==> config.mk <==
export PLATFORM = sky130hd
export DESIGN_NAME = fetch_sequencer_flat
export DESIGN_NICKNAME = d
export VERILOG_FILES = /design/src/rtl/fetch_sequencer_if.sv /design/src/rtl/fetch_sequencer.sv /design/src/flat_wrapper.sv
export SDC_FILE = /design/constraint.sdc
export NUM_CORES = 1
export LEC_CHECK = 0
export ABC_CLOCK_PERIOD_IN_PS = 2150
export BUFFER_PORTS_ARGS = -buffer_cell sky130_fd_sc_hd__buf_2
export CORE_MARGIN = 1.5
export CORE_UTILIZATION = 50
export DETAILED_ROUTE_END_ITERATION = 6
export HOLD_SLACK_MARGIN = 0.15
export PLACE_DENSITY = 0.72
export SLEW_MARGIN = 5
export SYNTH_ARGS = -nofsm -noshare
export SYNTH_HDL_FRONTEND = slang
export SYNTH_SLANG_ARGS = --single-unit
==> constraint.sdc <==
create_clock -name clk -period 2.15 [get_ports clk]
set_clock_uncertainty 0.15 [all_clocks]
set_input_delay 0 -clock clk [delete_from_list [all_inputs] [get_ports clk]]
set_output_delay 0 -clock clk [all_outputs]
set_load 0.1 [all_outputs]
==> src/rtl/fetch_sequencer_if.sv <==
// Handshake and datapath-strobe bundle between the fetch sequencer and the
// datapath / memory / execute control that it drives.
interface fetch_sequencer_if #(
  parameter int CNT_W = 32
);
  logic             run;
  logic             mem_ready;
  logic             exec_done;
  logic             halt;
  logic             PCout;
  logic             MARin;
  logic             PCenable;
  logic             incPC;
  logic             Read;
  logic             MDRin;
  logic             MDRout;
  logic             IRin;
  logic             fetching;
  logic             fault;
  logic [CNT_W-1:0] fetch_count;

  modport master (
    input  run, mem_ready, exec_done, halt,
    output PCout, MARin, PCenable, incPC, Read, MDRin, MDRout, IRin,
           fetching, fault, fetch_count
  );

  modport slave (
    output run, mem_ready, exec_done, halt,
    input  PCout, MARin, PCenable, incPC, Read, MDRin, MDRout, IRin,
           fetching, fault, fetch_count
  );
endinterface

==> src/rtl/fetch_sequencer.sv <==
// Instruction fetch sequencer: T0 (PC->MAR, PC+1), T1 (memory read, bounded
// wait), T2 (MDR->IR), then hands off to execute until exec_done.
module fetch_sequencer #(
  parameter int MEM_TIMEOUT = 15,
  parameter int CNT_W       = 32
) (
  input  logic               clk,
  input  logic               clr,
  fetch_sequencer_if.master  bus
);

  typedef enum logic [2:0] {
    IDLE, T0, T1, T2, EXEC, HALTED, FAULT
  } state_t;

  typedef struct packed {
    logic pc_out;
    logic mar_in;
    logic pc_enable;
    logic inc_pc;
    logic read;
    logic mdr_out;
    logic ir_in;
    logic fetching;
    logic fault;
  } strobes_t;

  localparam int                WAIT_W    = $clog2(MEM_TIMEOUT + 1);
  localparam logic [WAIT_W-1:0] WAIT_LAST = WAIT_W'(MEM_TIMEOUT - 1);

  state_t             state;
  strobes_t           strobes;
  logic [WAIT_W-1:0]  wait_cnt;
  logic [CNT_W-1:0]   fetch_count;

  // Strobe pattern for each state; loaded together with the state so the
  // outputs come straight from flops.
  function automatic strobes_t decode(input state_t s);
    strobes_t o;
    o = '0;
    case (s)
      T0: begin
        o.pc_out    = 1'b1;
        o.mar_in    = 1'b1;
        o.pc_enable = 1'b1;
        o.inc_pc    = 1'b1;
        o.fetching  = 1'b1;
      end
      T1: begin
        o.read     = 1'b1;
        o.fetching = 1'b1;
      end
      T2: begin
        o.mdr_out  = 1'b1;
        o.ir_in    = 1'b1;
        o.fetching = 1'b1;
      end
      FAULT:   o.fault = 1'b1;
      default: o = '0;
    endcase
    return o;
  endfunction

  // NOTE: sequential state uses non-blocking assignments only; clr clears
  // every register asynchronously so no strobe outlives the reset edge.
  always_ff @(posedge clk or posedge clr) begin
    if (clr) begin
      state       <= IDLE;
      strobes     <= '0;
      wait_cnt    <= '0;
      fetch_count <= '0;
    end else begin
      case (state)
        IDLE: if (bus.run && !bus.halt) begin
          state   <= T0;
          strobes <= decode(T0);
        end
        T0: begin
          state    <= T1;
          strobes  <= decode(T1);
          wait_cnt <= '0;
        end
        // Data arriving on the last allowed cycle still beats the timeout.
        T1: if (bus.mem_ready) begin
          state   <= T2;
          strobes <= decode(T2);
        end else if (wait_cnt == WAIT_LAST) begin
          state   <= FAULT;
          strobes <= decode(FAULT);
        end else begin
          wait_cnt <= wait_cnt + 1'b1;
        end
        T2: begin
          state       <= EXEC;
          strobes     <= decode(EXEC);
          fetch_count <= fetch_count + 1'b1;
        end
        EXEC: if (bus.exec_done) begin
          if (bus.halt) begin
            state   <= HALTED;
            strobes <= decode(HALTED);
          end else if (!bus.run) begin
            state   <= IDLE;
            strobes <= decode(IDLE);
          end else begin
            state   <= T0;
            strobes <= decode(T0);
          end
        end
        default: ;  // HALTED and FAULT are left only through clr
      endcase
    end
  end

  assign bus.PCout       = strobes.pc_out;
  assign bus.MARin       = strobes.mar_in;
  assign bus.PCenable    = strobes.pc_enable;
  assign bus.incPC       = strobes.inc_pc;
  assign bus.Read        = strobes.read;
  assign bus.MDRin       = strobes.read & bus.mem_ready;
  assign bus.MDRout      = strobes.mdr_out;
  assign bus.IRin        = strobes.ir_in;
  assign bus.fetching    = strobes.fetching;
  assign bus.fault       = strobes.fault;
  assign bus.fetch_count = fetch_count;

endmodule

==> src/flat_wrapper.sv <==
// flat-port wrapper written by rule: the top's interface ports become plain ports
module fetch_sequencer_flat 
#(
  parameter int MEM_TIMEOUT = 15,
  parameter int CNT_W       = 32
)
  (clk, clr, bus_run, bus_mem_ready, bus_exec_done, bus_halt, bus_PCout, bus_MARin, bus_PCenable, bus_incPC, bus_Read, bus_MDRin, bus_MDRout, bus_IRin, bus_fetching, bus_fault, bus_fetch_count);
  fetch_sequencer_if #(.CNT_W(CNT_W)) bus_i ();
  input  logic clk;
  input  logic clr;
  input wire logic [$bits(bus_i.run)-1:0] bus_run;
  input wire logic [$bits(bus_i.mem_ready)-1:0] bus_mem_ready;
  input wire logic [$bits(bus_i.exec_done)-1:0] bus_exec_done;
  input wire logic [$bits(bus_i.halt)-1:0] bus_halt;
  output wire logic [$bits(bus_i.PCout)-1:0] bus_PCout;
  output wire logic [$bits(bus_i.MARin)-1:0] bus_MARin;
  output wire logic [$bits(bus_i.PCenable)-1:0] bus_PCenable;
  output wire logic [$bits(bus_i.incPC)-1:0] bus_incPC;
  output wire logic [$bits(bus_i.Read)-1:0] bus_Read;
  output wire logic [$bits(bus_i.MDRin)-1:0] bus_MDRin;
  output wire logic [$bits(bus_i.MDRout)-1:0] bus_MDRout;
  output wire logic [$bits(bus_i.IRin)-1:0] bus_IRin;
  output wire logic [$bits(bus_i.fetching)-1:0] bus_fetching;
  output wire logic [$bits(bus_i.fault)-1:0] bus_fault;
  output wire logic [$bits(bus_i.fetch_count)-1:0] bus_fetch_count;
  assign bus_i.run = bus_run;
  assign bus_i.mem_ready = bus_mem_ready;
  assign bus_i.exec_done = bus_exec_done;
  assign bus_i.halt = bus_halt;
  assign bus_PCout = bus_i.PCout;
  assign bus_MARin = bus_i.MARin;
  assign bus_PCenable = bus_i.PCenable;
  assign bus_incPC = bus_i.incPC;
  assign bus_Read = bus_i.Read;
  assign bus_MDRin = bus_i.MDRin;
  assign bus_MDRout = bus_i.MDRout;
  assign bus_IRin = bus_i.IRin;
  assign bus_fetching = bus_i.fetching;
  assign bus_fault = bus_i.fault;
  assign bus_fetch_count = bus_i.fetch_count;
  fetch_sequencer #(.MEM_TIMEOUT(MEM_TIMEOUT), .CNT_W(CNT_W)) u_core (.clk(clk), .clr(clr), .bus(bus_i));
endmodule
==> results of run 1 <==
-- power groups by stage --
stage	clock [uW]	combinational, uW	sequential (uW)
floorplan	0	783	1540
global placement	0	1320	1110
detailed placement	0	1340	1120
CTS	571	1360	1100
global route	596	1580	1100
finish	553	1490	1070
-- cell families (layout without fill, tap and decap cells) --
group                    Yosys count  after routing  share of synthesized area [%]
XOR/XNOR                          34             34                           13.2
flip-flops                        44             44                           48.7
buffers and inverters             19             83                           5.09
AND/OR/NAND/NOR                   87             87                           25.1
AO/OA/AOI/OAI                     18             18                           4.92
multiplexers                       3              3                           1.38
adder cells (fa/ha/maj)            3              3                           1.66
-- worst min-delay path, stage by stage --
cell and delay, ps:
dlygate4sd3_1 530, buf_2 120, clkinv_1 30, buf_4 440
-- sequential cells by signal (all words and copies together), names as in the netlist --
signal                  count
u_core.bus.IRin             1
u_core.bus.Read             1
u_core.bus.fault            1
u_core.bus.fetch_count     32
u_core.bus.fetching         1
u_core.bus.incPC            1
u_core.state                3
u_core.wait_cnt             4
-- layer usage --
layer  GRT usage [%]  part of all wire [%]  up-vias
li1                -                     -      846
met2            30.6                    50       38
met1            24.5                    46      806
met3            3.46                   3.5        5
met5               0                     0        -
met4            6.20                   1.1        0
-- metrics by stage --
step	setup slack [ps]	power, uW
after floorplan	22.6	2320
after global placement	263	2430
after detailed placement	208	2450
after CTS	75.7	3030
after global routing	39.4	3270
final	187	3120
-- cells in the mapped netlist (2+ instances only) --
cell type,count,share of area (%)
dfrtp_1,44,49
xnor2_1,21,8.1
nand2_1,15,2.5
xor2_1,13,5.0
nand3_1,12,2.7
nor2_1,11,1.8
inv_1,10,1.7
nand4_1,8,2.2
nor4_2,6,3.3
o21ai_0,6,1.3
a31oi_1,4,1.1
buf_4,4,1.3
nor3_1,4,0.88
nor3_2,4,1.8
a21oi_1,3,0.66
a22o_1,3,1.2
and2_1,3,0.83
and3_1,3,0.83
ha_1,3,1.7
nor4_1,3,0.83
buf_6,2,1.0
mux2i_1,2,0.88
or2_2,2,0.55
-- worst min-delay path by stage --
stage,start,endpoint,slack [ps],cells past startpoint
after floorplan,bus_mem_ready,u_core.bus.IRin,-10,1
after global placement,clr,u_core.wait_cnt[1],10,3
after detailed placement,clr,u_core.bus.fetch_count[31],10,3
after CTS,clr,u_core.bus.fetch_count[31],240,4
after global routing,clr,u_core.bus.fetch_count[9],300,4
final,clr,u_core.bus.fetch_count[29],220,4
-- repair_timing --
action                     in CTS  in global routing
hold endpoints to repair       54                  0
setup endpoints to repair       0                  1
resized for setup               0                  2
hold buffers                    6                  0
setup buffers                   0                  7
-- area by class of cell --
type                            instances  area, um2  share of cell area (%)
Clock buffer                            8        100                    3.58
Sequential cell                        44       1150                    41.0
Inverter                               10       37.5                    1.34
Tap cell                               52       65.1                    2.33
Multi-Input combinational cell        145       1060                    37.9
Timing Repair Buffer                   65        385                    13.8
==> results.json, run 1 <==
{
  "r2r-start": "u_core.bus.fetch_count[7]",
  "fmax_mhz": 509,
  "post-dp-hpwl_mm": 3.13,
  "synth_ff_type": "dfrtp_1",
  "fp.dieW_um": 70.3,
  "final_util_pct": 64.2,
  "layout-drive-gt1-share_pct": 41.5,
  "placed_cells": 303,
  "final_cells": 324,
  "synth.distinct_cells": 45,
  "setup_violations": 0,
  "wire_per_inst_um": 13.5,
  "start_util_pct": 52.0,
  "synthArstFlopShare_pct": 100,
  "syn_area_per_cell_um2": 10.9,
  "htreeDepth": 2,
  "antenna_left": 0,
  "critical_path_buf_inv_count": 0,
  "areaGrowthSynthToFinish_pct": 23.6,
  "power.switching_uw": 1500,
  "rr_worst_depth": 4,
  "final_common_cell": "buf_2",
  "cp-start-kind": "flop",
  "critPathLaunch": "u_core.bus.fetch_count[7]",
  "grt_max_degree": 45,
  "synth_edf_count": 0,
  "worst_pin_slew_ps": 535,
  "drv_slew": 0,
  "n_antenna_cell": 0,
  "required_ps": 2210,
  "run_status": "complete, no violations",
  "synthesis.nets": 217,
  "crit_cells": 4,
  "grt.total_usage_pct": 18.5,
  "finalSetupTns_ps": 0,
  "hold_viol": 0,
  "critical_path_class": "reg -> reg",
  "crit_path_max_incr_delay_ps": 670,
  "period_needed_ps": 1960,
  "die_area_um2": 4940,
  "final_nets": 280,
  "io_buffer_count": 47,
  "netlist_area_um2": 2260,
  "sequentialPowerShare_pct": 34.4,
  "endpoint_kind": "flop",
  "synth-seq-cells": 44,
  "endpoint": "u_core.bus.fetch_count[22]",
  "yosysWarnings": 0,
  "num_vias": 1695,
  "drtIter0Drc": 93,
  "globalRouteOverflowTotal": 0,
  "design_area_um2": 2800,
  "pwr-share-clk_pct": 17.7,
  "relSlewSlack_pct": 64.4,
  "power.density_nw_per_um2": 1110,
  "maxCapViolations": 0,
  "cts_root_buffer": "clkbuf_8",
  "rows": 24,
  "irDropWorstVdd_mv": 1.59,
  "core_um2": 4350,
  "cpLargestDelayFamily": "simple AND/OR/NAND/NOR gates",
  "r2r-end": "u_core.bus.fetch_count[22]",
  "wirelength_mm": 4.37,
  "crit_arrival_ps": 2020,
  "n_fill_cell": 352,
  "ys_seq_area_share_pct": 48.7,
  "die_h_um": 70.3,
  "holdWs_ps": 223,
  "postPlaceCellArea_um2": 2580,
  "cp_cell_sequence": "nand4_2, or4_4, nor3b_1, xor2_1",
  "crit_fanout": 11,
  "gp_congestion": 0.820,
  "final_cell_mix": "47 x buf_2, 21 x xnor2_1, 19 x dfrtp_1, 19 x dfrtp_2, 15 x nand2_1",
  "swShare_pct": 48.0,
  "p_int_uw": 1620,
  "clk_pin_slew_ps": 80,
  "drcViolationCount": 0,
  "power.leakage_uw": 0.00134,
  "r2r_setup_slack_ps": 190,
  "p_comb_share_pct": 47.8,
  "grt_pass1_wl_mm": 7.40,
  "via_per_inst": 5.23,
  "min_period_over_period_pct": 91.3,
  "slowest_stage": "or4_4",
  "antenna_found_initial": 0,
  "holdCritPathClass": "in -> async",
  "pin_count": 48,
  "grt_pass1_vias": 1651,
  "rsz0062_at_grt": "false",
  "clkSinkCount": 44,
  "cts_tree": "yes",
  "worstSkewPairLatency_ps": 290,
  "clk_path_buf_depth": 2,
  "firstDrtPassIters": 4,
  "cts_buffers": 5,
  "synth_cells": 208
}
No activity file was read; power rests on OpenSTA's default activity.
==> inputs of run 2 (changes only) <==
--- a/config.mk
+++ b/config.mk
@@ -5,13 +5,13 @@
 export SDC_FILE = /design/constraint.sdc
 export NUM_CORES = 1
 export LEC_CHECK = 0
+export ABC_AREA = 1
 export ABC_CLOCK_PERIOD_IN_PS = 2150
 export BUFFER_PORTS_ARGS = -buffer_cell sky130_fd_sc_hd__buf_2
 export CORE_MARGIN = 1.5
 export CORE_UTILIZATION = 50
 export DETAILED_ROUTE_END_ITERATION = 6
-export HOLD_SLACK_MARGIN = 0.15
-export PLACE_DENSITY = 0.72
+export PLACE_DENSITY = 0.71
 export SLEW_MARGIN = 5
 export SYNTH_ARGS = -nofsm -noshare
 export SYNTH_HDL_FRONTEND = slang
==> run 2 against run 1 <==
Via count rose by 27%. Cell area rose by 3.8%. Worst setup slack barely moved. First-iteration DRC count rose by 19%. Wire length rose by 23%. Clock power fell by 3%. Global-route usage rose by 3.9 points. Critical endpoint is now u_core.state[0].
==> results.json, run 2 <==
{
  "rsz0062_at_grt": "false",
  "rows": 25,
  "die_h_um": 73.0,
  "maxCapViolations": 0,
  "core_um2": 4720,
  "critical_path.most_common_cell": "nand2_1",
  "ys_seq_area_share_pct": 44.9,
  "grt_pass1_wl_mm": 9.12,
  "globalRouteOverflowTotal": 0,
  "setup_violations": 0,
  "crit_path_max_incr_delay_ps": 590,
  "synthTopCellsByArea": "dfrtp_1 45%, nand2_1 17%, inv_1 6.0%",
  "firstDrtPassIters": 4,
  "fin_ws_ps": 186,
  "drtIter0Drc": 111,
  "synthesis.nets": 328,
  "via_per_inst": 4.84,
  "synth_top_area_share_pct": 44.9,
  "final_cells": 444,
  "rr_worst_depth": 8,
  "top_register": "u_core.bus.fetch_count",
  "cts_tree": "yes",
  "finalSetupTns_ps": 0,
  "cp_cell_sequence": "nor2_1, nand2_1, inv_1, o21ai_0, dlygate4sd3_1, nand2_1, nand2_1, nand2_1",
  "antenna_found_initial": 0,
  "final_nets": 385,
  "endpoint_kind": "flop",
  "whs_path_depth": 6,
  "min_period_over_period_pct": 91.3,
  "crit_fanout": 7,
  "power_uw": 3270,
  "synth.most_common_cell": "nand2_1",
  "critical_path_class": "reg -> reg",
  "ys_top_cells_by_count": "112 x nand2_1, 44 x dfrtp_1, 39 x inv_1",
  "clkSinkCount": 44,
  "drcViolationCount": 0,
  "n_antenna_cell": 0,
  "areaGrowthSynthToFinish_pct": 18.4,
  "critPathLaunch": "u_core.state[0]",
  "cp-start-kind": "flop",
  "synth_top_cell_by_area": "dfrtp_1",
  "final_cell_mix": "112 x nand2_1, 47 x buf_2, 41 x dfrtp_1",
  "final_common_cell": "nand2_1",
  "cts.repair.resized": 0,
  "wire_per_inst_um": 12.1,
  "syn_area_per_cell_um2": 7.69,
  "post-dp-hpwl_mm": 4.04,
  "layout-drive-gt1-share_pct": 20.2,
  "placed_cells": 431,
  "crit_arrival_ps": 2060,
  "synth_ff_type": "dfrtp_1",
  "synth-seq-cells": 44,
  "r2r-start": "u_core.state[0]",
  "drv_slew": 0,
  "cts_hold_buffers": 5,
  "r2r-end": "u_core.state[0]",
  "period_needed_ps": 1960,
  "cts_buffers": 5,
  "grt.total_usage_pct": 22.4,
  "reg_top3": "u_core.bus.fetch_count (32), u_core.wait_cnt (4), u_core.state (3)",
  "slowest_stage": "dlygate4sd3_1",
  "post-place-ws_ps": 415,
  "start_util_pct": 51.9,
  "grt_pass1_vias": 1959,
  "cts_root_buffer": "clkbuf_8",
  "synth_edf_count": 0,
  "required_ps": 2240,
  "run_status": "complete, no violations",
  "netlist_area_um2": 2450,
  "power.density_nw_per_um2": 1130,
  "holdWs_ps": 20.7,
  "gp_congestion": 0.829,
  "worstSkewPairLatency_ps": 300,
  "postCtsSetupBuffers": 0,
  "endpoint": "u_core.state[0]",
  "largest_reg_flops": 32,
  "power.leakage_uw": 0.00157,
  "r2r_setup_slack_ps": 190,
  "num_vias": 2148,
  "worst_pin_slew_ps": 544,
  "fp.dieW_um": 73.0,
  "fmax_mhz": 509,
  "synth.distinct_cells": 25,
  "wirelength_mm": 5.39,
  "clk_path_buf_depth": 2,
  "htreeDepth": 2,
  "antenna_left": 0,
  "holdCritPathClass": "in -> reg",
  "relSlewSlack_pct": 63.4,
  "pin_count": 48,
  "grt_max_degree": 20,
  "irDropWorstVdd_mv": 0.910,
  "yosysWarnings": 0,
  "synthArstFlopShare_pct": 100,
  "hold_viol": 0,
  "synth_cells": 319,
  "die_area_um2": 5330,
  "clk_pin_slew_ps": 80,
  "io_buffer_count": 47
}
==> run 2: cell types whose count changed after synthesis, sizes merged, moves of 4 or more <==
cell / change
nand3: +15
xnor2: -11
nor3: -5
nor4: -9
inv: +32
nor2: +26
and3: -4
a31oi: -4
nand2: +98
==> run 2: routing by layer <==
layer | GRT usage [%] | vias up | wire length (um)
met3 | 4.97 | 5 | 313
met1 | 32.1 | 978 | 2620
met5 | 0 | - | 0
li1 | - | 1104 | -
met4 | 7.34 | 0 | 55
met2 | 33.7 | 61 | 2400
==> run 2: where the power goes <==
group | total, uW | internal [uW] | switching [uW]
Sequential | 1110 | 964 | 142
Clock | 536 | 256 | 279
Combinational | 1630 | 288 | 1340
Total | 3270 | 1510 | 1760
==> run 2: how the worst min path moves through the flow <==
stage,to,slack (ps),start
2_1_floorplan,u_core.bus.IRin,4,bus_mem_ready
3_3_place_gp,u_core.wait_cnt[0],-170,clr
3_5_place_dp,u_core.wait_cnt[0],-170,clr
4_1_cts,u_core.bus.Read,20,bus_exec_done
5_1_grt,u_core.bus.incPC,50,bus_exec_done
6_report,u_core.bus.Read,20,bus_exec_done
==> run 2: cell families after synthesis <==
family,count (synthesis),share of synthesized area (%)
and+or+nand+nor,195,35.7
buffers and inverters,46,7.65
DFF,44,44.9
xor gates and xnor gates,22,7.86
AOI/OAI and AO/OA,9,2.40
adders and majority gates,3,1.53
==> run 2: area by class of cell <==
class | instances | area (um2)
Clock buffer | 6 | 82.6
Clock inverter | 2 | 10.0
Fill cell | 436 | 1820
Inverter | 42 | 158
Multi-Input combinational cell | 229 | 1160
Sequential cell | 44 | 1100
Tap cell | 67 | 83.8
Timing Repair Buffer | 54 | 300
==> run 2: worst max-delay path: cells and delay by family (launching register included) <==
family	cells	cell delay, ps
DFF	1	450
and+or+nand+nor	5	500
buffers and inverters	2	690
AOI/OAI and AO/OA	1	110
==> run 2: through the flow <==
step | cell area (um2) | util (%)
6_report | 2900 | 61.5
5_1_grt | 2900 | 61.5
4_1_cts | 2900 | 61.5
3_5_place_dp | 2760 | 58.4
3_3_place_gp | 2760 | 58.4
2_1_floorplan | 2460 | -
